### src/rtl/fifo_read_logic.sv
// ---------------------------------------------------------------------------
// fifo_read_logic
//
// Read-side pointer and flag logic for the small FIFO. It takes the Gray-coded
// write pointer that has already been brought into the read domain. From it
// the block produces the following:
//   - the binary read address and the read strobe for the storage array
//   - the empty flag and the occupancy count
//   - the Gray read pointer that goes back to the write side
//   - registered read data with a one-cycle valid pulse
//
// Pointers count modulo DEPTH, which need not be a power of two. One slot is
// always left unused, so the FIFO is empty exactly when the read pointer
// equals the write pointer.
//
// Handshake: a read is accepted in any cycle where rinc=1, the FIFO is not
// empty, the control FSM has left INIT, and rst=0. read_en is high in exactly
// those cycles. The storage returns mem_rdata one cycle after read_en. The
// data is registered at the end of that cycle and shown on rdata with rvalid
// high during the following cycle, so rinc-to-rvalid latency is 2 cycles. A
// request made while the FIFO is empty is dropped and gives a one-cycle
// runderflow pulse.
//
// Build option: define FIFO_RD_SYNC_EN when rq2_waddr carries the raw
// write-domain Gray pointer. Two reset-0 flops then synchronize it inside this
// block. Without the macro, rq2_waddr is used as-is. The port list is the
// same in both builds.
//
// Ports:
//   clk        in   clock, all state updates on the rising edge
//   rst        in   synchronous active-high reset
//   rinc       in   read request from the consumer
//   rq2_waddr  in   Gray-coded write pointer (read domain)
//   mem_rdata  in   storage read data, valid one cycle after read_en
//   read_en    out  storage read strobe (combinational, = accepted read)
//   raddr      out  binary read address (registered)
//   raddr_gray out  Gray read pointer to write side (registered)
//   rempty     out  FIFO empty (registered)
//   rcount     out  occupancy (registered)
//   rdata      out  read data (registered, holds when rvalid=0)
//   rvalid     out  one-cycle pulse per accepted read
//   runderflow out  one-cycle pulse on a read request while empty
// ---------------------------------------------------------------------------
module fifo_read_logic #(
    parameter int DEPTH  = 3,
    parameter int PTR_SZ = 2,
    parameter int WIDTH  = 8
) (
    input  logic              clk,
    input  logic              rst,
    input  logic              rinc,
    input  logic [PTR_SZ-1:0] rq2_waddr,
    input  logic [WIDTH-1:0]  mem_rdata,
    output logic              read_en,
    output logic [PTR_SZ-1:0] raddr,
    output logic [PTR_SZ-1:0] raddr_gray,
    output logic              rempty,
    output logic [PTR_SZ-1:0] rcount,
    output logic [WIDTH-1:0]  rdata,
    output logic              rvalid,
    output logic              runderflow
);

    typedef enum logic [1:0] {
        ST_INIT  = 2'd0,
        ST_EMPTY = 2'd1,
        ST_AVAIL = 2'd2
    } state_t;

    localparam logic [PTR_SZ-1:0] LAST_ADDR = PTR_SZ'(DEPTH - 1);
    localparam logic [PTR_SZ:0]   DEPTH_X   = (PTR_SZ + 1)'(DEPTH);

    state_t            state_q;
    logic [PTR_SZ-1:0] raddr_q;
    logic [PTR_SZ-1:0] raddr_gray_q;
    logic              rempty_q;
    logic [PTR_SZ-1:0] rcount_q;
    logic [WIDTH-1:0]  rdata_q;
    logic              rvalid_q;
    logic              runderflow_q;
    logic              rd_pend_q;    // accept seen last cycle; mem_rdata valid now

    logic [PTR_SZ-1:0] wgray;
    logic [PTR_SZ-1:0] wbin;
    logic              accept;
    logic [PTR_SZ-1:0] raddr_d;
    logic              rempty_d;
    logic [PTR_SZ:0]   count_sum;
    logic [PTR_SZ-1:0] rcount_d;

`ifdef FIFO_RD_SYNC_EN
    logic [PTR_SZ-1:0] wsync1_q;
    logic [PTR_SZ-1:0] wsync2_q;

    always_ff @(posedge clk) begin
        if (rst) begin
            wsync1_q <= '0;
            wsync2_q <= '0;
        end else begin
            wsync1_q <= rq2_waddr;
            wsync2_q <= wsync1_q;
        end
    end

    assign wgray = wsync2_q;
`else
    assign wgray = rq2_waddr;
`endif

    always_comb begin
        // Gray to binary: bit i is the XOR of bits i and above.
        wbin = '0;
        for (int i = 0; i < PTR_SZ; i++) begin
            wbin[i] = ^(wgray >> i);
        end

        accept = rinc & ~rempty_q & (state_q != ST_INIT) & ~rst;

        // Wrap at DEPTH-1, not at the natural power-of-two boundary.
        raddr_d = raddr_q;
        if (accept) begin
            raddr_d = (raddr_q == LAST_ADDR) ? '0 : raddr_q + 1'b1;
        end

        rempty_d = (raddr_d == wbin);

        // Both operands are below DEPTH, so the sum is below 2*DEPTH and
        // one conditional subtract does the modulo.
        count_sum = {1'b0, wbin} + DEPTH_X - {1'b0, raddr_d};
        if (count_sum >= DEPTH_X) begin
            count_sum = count_sum - DEPTH_X;
        end
        rcount_d = count_sum[PTR_SZ-1:0];
    end

    always_ff @(posedge clk) begin
        if (rst) begin
            state_q      <= ST_INIT;
            raddr_q      <= '0;
            raddr_gray_q <= '0;
            rempty_q     <= 1'b1;
            rcount_q     <= '0;
            rdata_q      <= '0;
            rvalid_q     <= 1'b0;
            runderflow_q <= 1'b0;
            rd_pend_q    <= 1'b0;
        end else begin
            // The FSM and rempty follow the same next-empty test. INIT holds
            // off reads for one cycle while the pointer compare settles.
            case (state_q)
                ST_INIT:  state_q <= rempty_d ? ST_EMPTY : ST_AVAIL;
                ST_EMPTY: state_q <= rempty_d ? ST_EMPTY : ST_AVAIL;
                ST_AVAIL: state_q <= rempty_d ? ST_EMPTY : ST_AVAIL;
                default:  state_q <= ST_INIT;
            endcase

            raddr_q      <= raddr_d;
            raddr_gray_q <= raddr_d ^ (raddr_d >> 1);
            rempty_q     <= rempty_d;
            rcount_q     <= rcount_d;
            runderflow_q <= rinc & rempty_q & (state_q != ST_INIT);

            // Two-stage capture: the accept marks the next cycle's mem_rdata
            // as wanted. The data is captured then and flagged for one cycle.
            rd_pend_q <= accept;
            rvalid_q  <= rd_pend_q;
            if (rd_pend_q) begin
                rdata_q <= mem_rdata;
            end
        end
    end

    assign read_en    = accept;
    assign raddr      = raddr_q;
    assign raddr_gray = raddr_gray_q;
    assign rempty     = rempty_q;
    assign rcount     = rcount_q;
    assign rdata      = rdata_q;
    assign rvalid     = rvalid_q;
    assign runderflow = runderflow_q;

endmodule

### config.mk
export PLATFORM = sky130hd
export DESIGN_NAME = fifo_read_logic
export DESIGN_NICKNAME = d
export VERILOG_FILES = /design/src/rtl/fifo_read_logic.sv
export SDC_FILE = /design/constraint.sdc
export NUM_CORES = 1
export LEC_CHECK = 0
export BUFFER_PORTS_ARGS = -buffer_cell sky130_fd_sc_hd__buf_2
export CAP_MARGIN = 25
export CORE_AREA = 2 2 46 48
export DETAILED_ROUTE_END_ITERATION = 8
export DIE_AREA = 0 0 48 50
export PLACE_DENSITY_LB_ADDON = 0.25
export SLEW_MARGIN = 20
export SYNTH_ARGS = -nofsm -noshare
export SYNTH_HDL_FRONTEND = slang
export SYNTH_SLANG_ARGS = --single-unit
### constraint.sdc
create_clock -name clk -period 3 [get_ports clk]
set_input_delay 0.15 -clock clk [delete_from_list [all_inputs] [get_ports clk]]
set_output_delay 0.15 -clock clk [all_outputs]
set_load 0.05 [all_outputs]
==> summary.md <==
| Metric | Value |
|---|---|
| Status | `finished clean` |
| Detailed placement HPWL | `1.198 mm` |
| Critical Path RT | `roughly 3.2 ns` |
| ANT cells | `0` |
| Routed vias/inst | `4.819` |
| Fillers | `192` |
| PortBufs | `30` |
| Hold EP | `rdata[6]$_SDFFE_PP0P_` |
| Ys Warns | `0` |
| Power Dens Cells | `roughly 510 mW/mm²` |
| R2R Setup Slk | `0.30 ns` |
| Grt total ovfl | `0` |
| Die X | `48 µm` |
| CP Capture Type | `flip-flop` |
| Critical path depth | `9` |
| Sequential area share after synthesis | `0.4471` |
| Hold path cells | `3` |
| Slowest-stage cell, CP | `nor2_1` |
| Yosys reg bits | `19` |
| Hold WC Path Type | `in -> reg` |
| Starting Density | `0.4474` |
| Synth Area per Inst | `9.668 µm²` |
| H-tree levels | `1` |
| FF-to-FF End | `rcount[0]$_SDFF_PP0_` |
| Vias | `694` |
| Synth-to-Final Area Change | `23.09%` |
| Multi-input logic area | `around 440 µm²` |
| CTS resizes | `0` |
| Worst path buffer plus inverter count | `0` |
| Max Root-Sink Buffers | `2` |
| Final Cycle Share | `0.8995` |
| Post-CTS setup buffer count | `0` |
| Clk Tree Root Cell | `clkbuf_4` |
| Largest net degree at the start of global routing | `20` |
| Share of post-route cells with drive strength above 1 | `0.3333` |
| CORE AREA | `0.001902 mm²` |
| Cell variety after synth | `25` |
| # IOs | `31` |
| Clock Latency Late Sink | `~0.29 ns` |
| R2R cell count | `9` |
| Layout Utilization | `0.5507` |
| Pins over their slew limit | `0` |
| Final Net Count | `134` |
| First-pass GRT wire length | `2.642 mm` |
| Hold path start | `mem_rdata[6]` |
| Slew @ Worst Pin | `0.6206 ns` |
| Clock Skews | `0.002377 ns` |
| Crit-path max FO | `8` |
| TritonCTS clock tree | `done` |
| RSZ-0062 raised after global routing | `false` |
| Top-area cell type share of the netlist area | `0.4471` |
| GP Congestion | `0.8424` |
| Vias in the first global route | `623` |
| Startpoint type of the worst setup path | `flip-flop` |
| Reg area | `380.4 µm²` |
| Top post-synthesis cells by area | `dfxtp_1, mux2i_1, nor2_1` |
| Maxcap violations | `0` |
| Final setup TNS | `0 ns` |
| Final setup fails | `0` |
| Initial antenna violation count | `0` |
| Die Height | `50 µm` |
| Relative slew slack | `0.5848` |
| Hold_buf cts | `0` |
| Post-Route WL | `~1.6 mm` |
| Site Rows | `16` |
| Largest delay share family, worst path | `compound AO/OA/AOI/OAI gates` |
| Peak supply drop | `270.0 µV` |
| Tmin final | `2.699 ns` |
| Clock sink total | `19` |
| DRT iter0 DRCs | `20` |
| Mapped Cells | `88` |
| Die Footprint | `0.002400 mm²` |
| Leak | `0.4690 nW` |
| Routed WL per cell | `10.81 µm` |
| Synth Net Count | `104` |
| Antenna-violating nets left | `0` |
| Worst-path clk slew | `0.11 ns` |
| Final hold viol count | `0` |
| 1st-pass router iterations | `4` |
| CTS Buf Count | `3` |
| Cell Area, Synth | `between 800 and 900 µm²` |
| CP max stage delay | `0.50 ns` |
| WS Path Type | `reg -> reg` |
| All-Layer GR Usage | `0.1516` |
| Crit path cell chain | `nor2_1 > o31a_1 > nor2_1 > xnor2_1 > ha_1 > ha_1 > a211oi_1 > o31a_1 > mux2_4` |
| Crit path DAT | `2.89 ns` |
| Reg-to-Reg Start | `state_q[0]$_SDFF_PP0_` |
| Fmax | `between 300 and 400 MHz` |
| # DRC | `0` |
| Area leader, netlist | `dfxtp_1` |
==> worst max path at each step <==
stage | start | to
2_1_floorplan | rempty$_SDFF_PP1_ | rcount[0]$_SDFF_PP0_
3_3_place_gp | rst | rcount[0]$_SDFF_PP0_
3_5_place_dp | rst | rcount[0]$_SDFF_PP0_
4_1_cts | state_q[0]$_SDFF_PP0_ | rcount[0]$_SDFF_PP0_
5_1_grt | state_q[0]$_SDFF_PP0_ | rcount[0]$_SDFF_PP0_
6_report | state_q[0]$_SDFF_PP0_ | rcount[0]$_SDFF_PP0_
==> worst register-to-register path: stages (launching register included) <==
cell and delay, ns:
dfxtp_1 0.33, nor2_1 0.50, o31a_1 0.24, nor2_1 0.07
xnor2_1 0.15, ha_1 0.33, ha_1 0.19, a211oi_1 0.23
o31a_1 0.25, mux2_4 0.31
==> final cells by class <==
class / count / area share
Clock buffer: 3 / 0.02151
Sequential cell: 19 / 0.3632
Clock inverter: 1 / 0.004779
Timing Repair Buffer: 31 / 0.1505
Tap cell: 27 / 0.03226
Multi-Input combinational cell: 61 / 0.4206
Inverter: 2 / 0.007168
==> report_power, final <==
group | switching [mW] | leakage, nW | internal [mW]
logic | 0.0845 | 0.296 | 0.0460
registers | 0.00906 | 0.155 | 0.266
clock network | 0.0771 | 0.0177 | 0.0495
==> logic make-up (layout without fill, tap and decap cells) <==
kind of cell             Yosys count  count (layout)  synth area share
AO/OA/AOI/OAI                      7               7           0.06176
XOR/XNOR                           3               3           0.03089
adder cells (fa/ha/maj)            3               3           0.04412
buffers and inverters              8              37           0.04853
flip-flops                        19              19            0.4471
multiplexers                      11              11            0.1353
AND/OR/NAND/NOR                   37              37            0.2323
==> layout by cell type (no fill, tap or decap), drive strengths merged, types with 3 or more instances in the layout <==
cell,count
buf,31
dfxtp,19
nor2,15
mux2i,10
nand2b,5
nor2b,5
nor4,4
ha,3
clkbuf,3
nor3,3
==> metal layers <==
metal / part of all wire / track usage / vias to the layer above
li1: - / - / 361
met2: 0.47 / 0.2178 / 21
met5: 0 / 0 / -
met1: 0.48 / 0.2045 / 312
met4: 0 / 0.04054 / 0
met3: 0.048 / 0.06593 / 0
==> through the flow <==
stage	instances	hold slack (ns)	worst slack, ns	total power, mW	instance area, µm²
finish	144	0.08933	0.3015	0.5324	1047
floorplan	88	0.2976	0.1829	0.3823	862.1
CTS	144	0.08327	0.3129	0.5398	1047
global placement	140	0.3848	0.3924	0.4088	1020
global route	144	0.08135	0.1949	0.5628	1047
detailed placement	140	0.3964	0.2968	0.4123	1020
==> sequential cells by signal, summed over array words and instances, names as in the netlist <==
name        flops
rvalid          1
rempty          1
rdata           8
state_q         2
rcount          2
rd_pend_q       1
raddr           2
runderflow      1
raddr_gray      1
==> synth_stat cells, drive strengths merged <==
master / number
nor2: 15
a31oi: 2
or2: 1
dfxtp: 19
nand3b: 2
nand2b: 5
a21oi: 1
mux2: 1
nand3: 1
nor3: 3
inv: 2
nor2b: 5
a211oi: 1
buf: 2
clkbuf: 4
xor2: 1
o311a: 1
o31a: 2
mux2i: 10
and2: 1
xnor2: 2
ha: 3
nor4: 4
Power figures use the tool's default switching activity.
